===== config.mk =====
export PLATFORM = sky130hd
export DESIGN_NAME = spi_arb
export DESIGN_NICKNAME = d
export VERILOG_FILES = /design/src/rtl/spi_arb_pkg.sv /design/src/rtl/spi_arb_rr_pick.sv /design/src/rtl/spi_arb.sv
export SDC_FILE = /design/constraint.sdc
export NUM_CORES = 1
export LEC_CHECK = 0
export ABC_AREA = 1
export ABC_CLOCK_PERIOD_IN_PS = 1400
export BUFFER_PORTS_ARGS = -buffer_cell sky130_fd_sc_hd__buf_2
export CAP_MARGIN = 20
export CORE_UTILIZATION = 44
export DETAILED_ROUTE_END_ITERATION = 10
export PLACE_DENSITY = 0.74
export SYNTH_ARGS = -nofsm -noshare
export SYNTH_HDL_FRONTEND = slang
export SYNTH_SLANG_ARGS = --single-unit

===== constraint.sdc =====
create_clock -name clk -period 1.4 [get_ports clk]
set_input_delay 0.28 -clock clk [delete_from_list [all_inputs] [get_ports clk]]
set_output_delay 0.28 -clock clk [all_outputs]
set_load 0.05 [all_outputs]

===== src/rtl/spi_arb_pkg.sv =====
`default_nettype none
// ============================================================================
// Module : spi_arb_pkg
// Brief  : Shared state encoding and slave-select codes for the SPI arbiter.
// Rev    : 1.0
// ============================================================================
package spi_arb_pkg;

  typedef enum logic [1:0] {
    IDLE   = 2'd0,
    LAUNCH = 2'd1,
    WAIT   = 2'd2
  } spi_arb_state_t;

  localparam logic [2:0] SS_TRIG = 3'b000;
  localparam logic [2:0] SS_CH1  = 3'b001;
  localparam logic [2:0] SS_CH2  = 3'b010;
  localparam logic [2:0] SS_CH3  = 3'b011;
  localparam logic [2:0] SS_EEP  = 3'b100;

  localparam logic [7:0] C_TIMEOUT_BYTE = 8'hFF;

endpackage
`default_nettype wire


===== src/rtl/spi_arb_rr_pick.sv =====
`default_nettype none
// ============================================================================
// Module : rr_pick
// Brief  : Combinational round-robin select, searching upward from last+1.
// Rev    : 1.0
// ============================================================================
module rr_pick
  import spi_arb_pkg::*;
#(
  parameter int NREQ = 2,
  parameter int IW   = 1
) (
  input  logic [NREQ-1:0] i_req,
  input  logic [IW-1:0]   i_last,
  output logic [NREQ-1:0] o_onehot,
  output logic [IW-1:0]   o_idx,
  output logic            o_valid
);

  localparam logic [IW:0] C_NREQ = (IW+1)'(NREQ);

  logic [IW:0] w_cand;

  always_comb begin
    o_onehot = '0;
    o_idx    = '0;
    o_valid  = 1'b0;
    w_cand   = '0;
    // Visit candidates last+1 .. last+NREQ (mod NREQ); the previous winner comes last.
    for (int off = 1; off <= NREQ; off++) begin
      w_cand = {1'b0, i_last} + (IW+1)'(off);
      if (w_cand >= C_NREQ) w_cand = w_cand - C_NREQ;
      if (!o_valid && i_req[w_cand[IW-1:0]]) begin
        o_valid                   = 1'b1;
        o_idx                     = w_cand[IW-1:0];
        o_onehot[w_cand[IW-1:0]]  = 1'b1;
      end
    end
  end

endmodule
`default_nettype wire


===== src/rtl/spi_arb.sv =====
`default_nettype none
// ============================================================================
// Module : spi_arb
// Brief  : Round-robin sequencer sharing one SPI master among NREQ requesters,
//          with read-byte return and a sticky transaction watchdog.
// Rev    : 1.0
// ============================================================================
module spi_arb
  import spi_arb_pkg::*;
#(
  parameter int NREQ    = 2,
  parameter int TIMEOUT = 1023
) (
  input  logic              clk,
  input  logic              rst_n,
  input  logic [NREQ-1:0]   req,
  input  logic [NREQ*3-1:0] req_ss,
  input  logic [NREQ*16-1:0] req_data,
  output logic [NREQ-1:0]   gnt,
  output logic [NREQ-1:0]   done,
  output logic [7:0]        rdata,
  output logic              busy,
  output logic              timeout_err,
  input  logic              clr_err,
  output logic [15:0]       SPI_data,
  output logic [2:0]        ss,
  output logic              wrt_SPI,
  input  logic              SPI_done,
  input  logic [7:0]        EEP_data
);

  localparam int IW = $clog2(NREQ);
  localparam int WW = $clog2(TIMEOUT + 1);
  localparam logic [WW-1:0] C_WDOG_MAX = WW'(TIMEOUT);

  spi_arb_state_t r_state, w_next_state;

  logic [IW-1:0]   r_last;
  logic [WW-1:0]   r_wdog;
  logic [NREQ-1:0] r_gnt, r_done;
  logic [7:0]      r_rdata;
  logic            r_busy, r_err, r_wrt;
  logic [15:0]     r_spi_data;
  logic [2:0]      r_ss;

  logic [NREQ-1:0] w_pick_oh;
  logic [IW-1:0]   w_pick_idx;
  logic            w_pick_valid;
  logic            w_take, w_finish, w_tmo;
  logic [2:0]      w_ss   [NREQ];
  logic [15:0]     w_data [NREQ];

  for (genvar i = 0; i < NREQ; i++) begin : g_slice
    assign w_ss[i]   = req_ss[3*i +: 3];
    assign w_data[i] = req_data[16*i +: 16];
  end

  rr_pick #(
    .NREQ (NREQ),
    .IW   (IW)
  ) u_pick (
    .i_req    (req),
    .i_last   (r_last),
    .o_onehot (w_pick_oh),
    .o_idx    (w_pick_idx),
    .o_valid  (w_pick_valid)
  );

  always_ff @(posedge clk or negedge rst_n) begin
    if (!rst_n) r_state <= IDLE;
    else        r_state <= w_next_state;
  end

  always_comb begin
    w_next_state = r_state;
    w_take       = 1'b0;
    w_finish     = 1'b0;
    w_tmo        = 1'b0;
    case (r_state)
      IDLE: begin
        if (w_pick_valid) begin
          w_take       = 1'b1;
          w_next_state = LAUNCH;
        end
      end
      LAUNCH: w_next_state = WAIT;
      WAIT: begin
        // A real completion beats the watchdog when both land together.
        if (SPI_done) begin
          w_finish     = 1'b1;
          w_next_state = IDLE;
        end else if (r_wdog == C_WDOG_MAX) begin
          w_finish     = 1'b1;
          w_tmo        = 1'b1;
          w_next_state = IDLE;
        end
      end
      default: w_next_state = IDLE;
    endcase
  end

  always_ff @(posedge clk or negedge rst_n) begin
    if (!rst_n) begin
      r_last     <= IW'(NREQ - 1);
      r_wdog     <= '0;
      r_gnt      <= '0;
      r_done     <= '0;
      r_rdata    <= 8'h00;
      r_busy     <= 1'b0;
      r_err      <= 1'b0;
      r_wrt      <= 1'b0;
      r_spi_data <= 16'h0000;
      r_ss       <= 3'b000;
    end else begin
      r_busy <= (w_next_state != IDLE);
      r_wrt  <= (r_state == LAUNCH);
      r_done <= '0;
      if (w_take) begin
        r_gnt      <= w_pick_oh;
        r_spi_data <= w_data[w_pick_idx];
        r_ss       <= w_ss[w_pick_idx];
        r_last     <= w_pick_idx;
        r_wdog     <= '0;
      end
      if (r_state == WAIT && !w_finish) r_wdog <= r_wdog + 1'b1;
      if (w_finish) begin
        r_gnt   <= '0;
        r_done  <= r_gnt;
        r_rdata <= w_tmo ? C_TIMEOUT_BYTE : EEP_data;
      end
      if (clr_err)    r_err <= 1'b0;
      else if (w_tmo) r_err <= 1'b1;
    end
  end

  assign gnt         = r_gnt;
  assign done        = r_done;
  assign rdata       = r_rdata;
  assign busy        = r_busy;
  assign timeout_err = r_err;
  assign SPI_data    = r_spi_data;
  assign ss          = r_ss;
  assign wrt_SPI     = r_wrt;

endmodule
`default_nettype wire


==> results of run 1 <==
==> logic make-up (layout without fill, tap and decap cells) <==
kind of cell	after synthesis	in the layout	synth area share
and+or+nand+nor	128	128	0.269
DFF	47	47	0.516
xor gates and xnor gates	4	4	0.0154
buffers and inverters	42	144	0.0790
adders and majority gates	1	1	0.00549
AOI/OAI and AO/OA	50	50	0.114
==> Yosys cell counts <==
cell type	count
a21boi_0	1
a21oi_1	3
buf_12	1
buf_2	4
clkbuf_1	5
clkbuf_2	1
dfrtp_1	46
dfstp_2	1
ha_1	1
inv_1	30
inv_2	1
nand2_1	52
nand2_2	3
nand2_4	1
nand3_1	22
nand3_2	3
nand4_1	2
nand4_2	1
nor2_1	31
nor2_2	1
nor2_4	1
nor2_8	1
nor3_2	2
o21ai_0	37
o21ai_1	7
o21ai_2	2
or2_0	1
or2_2	7
xnor2_1	2
xor2_1	2
==> routing by layer <==
metal,track usage,vias to the layer above,part of all wire
li1,-,1069,-
met1,0.260,929,0.45
met2,0.333,80,0.46
met3,0.0569,5,0.071
met4,0.0598,0,0.011
met5,0,-,0
==> what timing repair did <==
action,in CTS,in global routing
pin swaps,1,4
setup endpoints to repair,5,19
gates resized for setup,4,15
endpoints found under the hold margin,12,0
setup buffers,3,2
hold buffers,1,0
==> area by class of cell <==
| cell class | count | area (um^2) | share of cell area |
|---|---|---|---|
| clock buffer | 6 | 72.6 | 0.0239 |
| clock inverter | 2 | 12.5 | 0.00412 |
| inverter | 31 | 116 | 0.0383 |
| multi-input combinational | 183 | 976 | 0.321 |
| timing repair buffer | 105 | 598 | 0.197 |
| tap | 67 | 83.8 | 0.0276 |
| sequential | 47 | 1180 | 0.388 |
==> state kept, by name, indices dropped and copies added, names as in the netlist <==
signal,count
r_state,2
done,2
rdata,8
ss,3
r_last,1
timeout_err,1
gnt,2
wrt_SPI,1
r_wdog,10
SPI_data,16
busy,1
==> through the flow <==
stage                     area [um^2]  total power [uW]  cells  setup WS [ns]  utilization
after global routing             3040              7050    441      -0.000305        0.627
after global placement           2840              5650    427         0.0266        0.586
after CTS                        2980              6570    439       -0.00193        0.614
after floorplan                  2280              4770    272         0.0167            -
after detailed placement         2840              5730    427      0.0000439        0.586
final                            3040              6620    441         0.0622        0.627
==> path summary, 6_finish.rpt <==
kind,endpoint,cells after the start,start,slack [ns]
max in group asynchronous,r_wdog[5]$_DFFE_PN0P_,3,rst_n,0.48
min,timeout_err$_DFFE_PN0P_,2,clr_err,0.12
min in group asynchronous,rdata[1]$_DFFE_PN0P_,2,rst_n,0.42
min reg2reg,r_last$_DFFE_PN1P_,2,r_last$_DFFE_PN1P_,0.48
max reg2reg,r_wdog[3]$_DFFE_PN0P_,5,r_state[0]$_DFF_PN0_,0.06
max,r_wdog[3]$_DFFE_PN0P_,5,r_state[0]$_DFF_PN0_,0.06
==> report_power, final <==
group	internal [uW]	switching, uW
logic	956	2640
registers	1880	323
clock network	350	465
==> results.ini, run 1 <==
[route]
avgRoutedWirePerCell_um = 11.6
vias = 2083
route.detailed.drc = 0
vias_per_cell = 4.72
drt_iter0_drc = 96
dr.pass1.iters = 4
antenna_left = 0
drt-total-wl_um = 5130

[critical_path]
cp-end-kind = flip-flop
critical_path.startpoint_type = flip-flop
critPathRequiredTime_ns = 1.58
crit_chain = nor3_2 -> nand2_4 -> buf_6 -> nand3_1 -> o21ai_0
cp.arrival_ns = 1.52
slowest_delay_ns = 0.46
crit_path_max_fanout = 8
cpLargestDelayFamily = simple AND/OR/NAND/NOR gates
crit_type = reg2reg
critPathSlowestCell = dfrtp_2
crit_buf_inv = 1

[global_routing]
grt_pass1_vias = 1930
grt_first_pass_wirelength_um = 8380
grt_max_degree = 20
grt_use_total = 0.202
globalRouteOverflowTotal = 0
antenna_found_initial = 0

[layout]
final_cell_mix = 85 x buf_2, 49 x nand2_1, 43 x dfrtp_1
drive_above_1_share = 0.390
final_nets = 426
diodes = 0
fillCellCount = 404
areaGrowthSynthToFinish_pct = 33.4
layout_commonest_cell = buf_2

[power_and_ir_drop]
irDropWorstVdd_uv = 1220
power.leakage_uw = 0.00162
cellPowerDensity_nw_per_um2 = 2180

[clocking]
cts_tree = yes
clk-insertion-delay-late_ns = 0.30
htreeDepth = 2
cts_buffers = 5
cts_root_buf = clkbuf_8
cts_buffer_depth = 2
cts.clk_slew.worst_paths_ns = 0.09
cts_sinks = 47

[sta]
whs_ns = 0.118
fin_setup_tns_ns = 0
fin_crit_sh = 0.956
layout_min_cycle_time_ns = 1.34
worst_pin_slew_ns = 0.376
hold_viol_final = 0
maxSlewHeadroom = 0.749
slew_violations = 0
clock_skew_ns = 0.0123
max_freq_mhz = 747
setup_viol = 0

[run]
max-cap-violations = 0

[synthesis]
synth_area_leaders = dfrtp_1 50%, nand2_1 8.6%, o21ai_0 8.1%
synth_cell_types = 30
syn_inst = 272
synth_area_um2 = 2280
synth.top_cell.area_share = 0.505
synth_area_leader_cell = dfrtp_1
syn_avg_cell_area_um2 = 8.38
seq_area_frac_synth = 0.516
yosys_warnings = 0
synth_fp_nets = 325
synth-seq-cells = 47

[floorplanning]
rows = 25
start_util = 0.470
dieWidth_um = 74.0
coreArea_um2 = 4850
die_h_um = 74.0
design.portCount = 86
dieArea_um2 = 5470

[placed_design]
routabilityCongestion = 0.835
dp_hpwl_um = 3830
port_buffers = 85

[hold_path]
hold_class = in2reg

[status]
status = complete, no violations

Note: power is estimated with default switching activity, not from simulation.
==> run 2, diff against run 1 <==
--- a/config.mk
+++ b/config.mk
@@ -11,7 +11,7 @@
 export CAP_MARGIN = 20
 export CORE_UTILIZATION = 44
 export DETAILED_ROUTE_END_ITERATION = 10
-export PLACE_DENSITY = 0.74
+export PLACE_DENSITY = 0.76
 export SYNTH_ARGS = -nofsm -noshare
 export SYNTH_HDL_FRONTEND = slang
 export SYNTH_SLANG_ARGS = --single-unit
==> run 2 against run 1 <==
Via count up 6.5%. Clock-buffer cell count is the same. Sequential share of layout area is 2.8 points lower. Power up 8.8%. Worst setup slack lost 0.052 ns. Non-clock buffer count is 10 higher. Largest cell class unchanged. Largest power group unchanged. Highest routed layer unchanged.
==> results.ini, run 2 (synthesized netlist as in run 1, its figures left out) <==
[status]
status = complete, no violations

[run]
max-cap-violations = 0  ; unchanged

[route]
drt-total-wl_um = 5830  ; +14%
drt_iter0_drc = 90  ; -6.3%
antenna_left = 0  ; unchanged
vias_per_cell = 4.90  ; +3.7%
vias = 2219  ; +6.5%
route.detailed.drc = 0  ; unchanged
avgRoutedWirePerCell_um = 12.9  ; +11%
dr.pass1.iters = 4  ; unchanged

[clocking]
cts.clk_slew.worst_paths_ns = 0.09  ; about the same
htreeDepth = 2  ; unchanged
clk-insertion-delay-late_ns = 0.31  ; about the same
cts_sinks = 47  ; unchanged
cts_root_buf = clkbuf_8
cts_tree = yes
cts_buffers = 5  ; unchanged
cts_buffer_depth = 2  ; unchanged

[power_and_ir_drop]
irDropWorstVdd_uv = 1450  ; +19%
cellPowerDensity_nw_per_um2 = 2200  ; +1.0%
power.leakage_uw = 0.00172  ; +6.5%
power_uw = 7200  ; +8.8%

[hold_path]
hold_class = in2reg
holdPathStages = 2  ; unchanged

[critical_path]
cp.arrival_ns = 1.60  ; +0.08 ns
critical_path.startpoint_type = flip-flop
cp-end-kind = flip-flop
crit_chain = nor2_4 -> nand2_4 -> buf_12 -> or2_2 -> nand2_1 -> inv_1
rr_worst_depth = 6  ; +1
crit_type = reg2reg
critPathSlowestCell = dfrtp_2
critPathRequiredTime_ns = 1.61  ; +0.03 ns
slowest_delay_ns = 0.47  ; about the same
crit_path_max_fanout = 9  ; +1

[layout]
fillCellCount = 378  ; -6.4%
final_cell_mix = 85 x buf_2, 50 x nand2_1, 44 x dfrtp_1
layout.core_utilization = 0.675  ; +0.0480
diodes = 0  ; unchanged
layout_commonest_cell = buf_2
areaGrowthSynthToFinish_pct = 43.6
largest_reg_flops = 16  ; unchanged
design_area_um2 = 3270  ; +7.7%
drive_above_1_share = 0.417  ; +0.0267
final_nets = 438  ; +2.8%
instances_no_fill = 453  ; +2.7%

[placed_design]
routabilityCongestion = 0.763  ; -8.6%
placed_area_um2 = 2870  ; +0.88%
post-place-cells = 427  ; unchanged
dp_hpwl_um = 3490  ; -8.8%
port_buffers = 85  ; unchanged

[global_routing]
grt_max_degree = 48  ; +140%
globalRouteOverflowTotal = 0  ; unchanged
grt_first_pass_wirelength_um = 8510  ; +1.5%
antenna_found_initial = 0  ; unchanged
grt_use_total = 0.207  ; +0.00448
grt_pass1_vias = 1883  ; -2.4%

[floorplanning]
die_h_um = 74.0  ; unchanged
dieWidth_um = 74.0  ; unchanged
rows = 25  ; unchanged
dieArea_um2 = 5470  ; unchanged
coreArea_um2 = 4850  ; unchanged
design.portCount = 86  ; unchanged
start_util = 0.470  ; unchanged

[sta]
worst_pin_slew_ns = 0.264  ; -0.112 ns
max_freq_mhz = 720  ; -3.7%
layout_min_cycle_time_ns = 1.39  ; +0.0517 ns
fin_crit_sh = 0.993  ; +0.0370
maxSlewHeadroom = 0.825  ; +0.0758
fin_setup_tns_ns = 0  ; unchanged
slew_violations = 0  ; unchanged
setup_viol = 0  ; unchanged
rsz0062_at_grt = true
hold_viol_final = 0  ; unchanged
clock_skew_ns = 0.00569  ; -0.00660 ns

## run 2: power by group
part	total, uW	internal, uW	switching, uW	leakage (uW)
registers	2200	1880	320	0.000576
logic	3930	1150	2770	0.00108
clock network	1070	588	483	0.0000618
total	7200	3620	3580	0.00172
## run 2: repair_timing
action,4_1_cts,5_1_grt
setup buffers,1,12
pin swaps,0,9
cloned,1,3
hold endpoints to repair,46,0
hold buffers,1,0
gates resized for setup,2,34
endpoints found under the setup margin,5,43
## run 2: layout make-up
type	count	area, um^2	area share
clock buffer	6	82.6	0.0252
clock inverter	2	38.8	0.0119
inverter	31	120	0.0367
multi-input combinational	184	1020	0.313
sequential	47	1180	0.360
tap	67	83.8	0.0256
timing repair buffer	115	736	0.225
timing repair inverter	1	7.51	0.00229
## run 2: per-layer routing
| metal | global-route usage | share of wire | wire [um] |
|---|---|---|---|
| met1 | 0.264 | 0.43 | 2530 |
| met2 | 0.341 | 0.49 | 2870 |
| met3 | 0.0501 | 0.056 | 329 |
| met4 | 0.0769 | 0.018 | 106 |
| met5 | 0 | 0 | 0 |
## run 2: critical path, delay by kind of cell, from the launching register on
family | cells | cell delay (ns)
buf+inv | 2 | 0.17
flops | 1 | 0.47
simple gates | 4 | 0.63
## run 2: stage by stage
stage                     worst slack, ns  hold WS [ns]
after global routing              -0.0562         0.120
after floorplan                    0.0167       -0.0156
after detailed placement          -0.0301         0.285
after global placement             0.0328         0.277
final                              0.0105         0.114
after CTS                         -0.0204         0.112
## run 2: final timing paths
path                                 startpoint                       end  slack [ns]
setup reg to reg           r_state[0]$_DFF_PN0_      rdata[4]$_DFFE_PN0P_        0.01
min in group asynchronous                 rst_n  SPI_data[14]$_DFFE_PN0P_        0.48
max in group asynchronous                 rst_n        r_last$_DFFE_PN1P_        0.65
hold reg to reg              r_last$_DFFE_PN1P_        r_last$_DFFE_PN1P_        0.48
setup / recovery           r_state[0]$_DFF_PN0_      rdata[4]$_DFFE_PN0P_        0.01
hold / removal                          clr_err   timeout_err$_DFFE_PN0P_        0.11
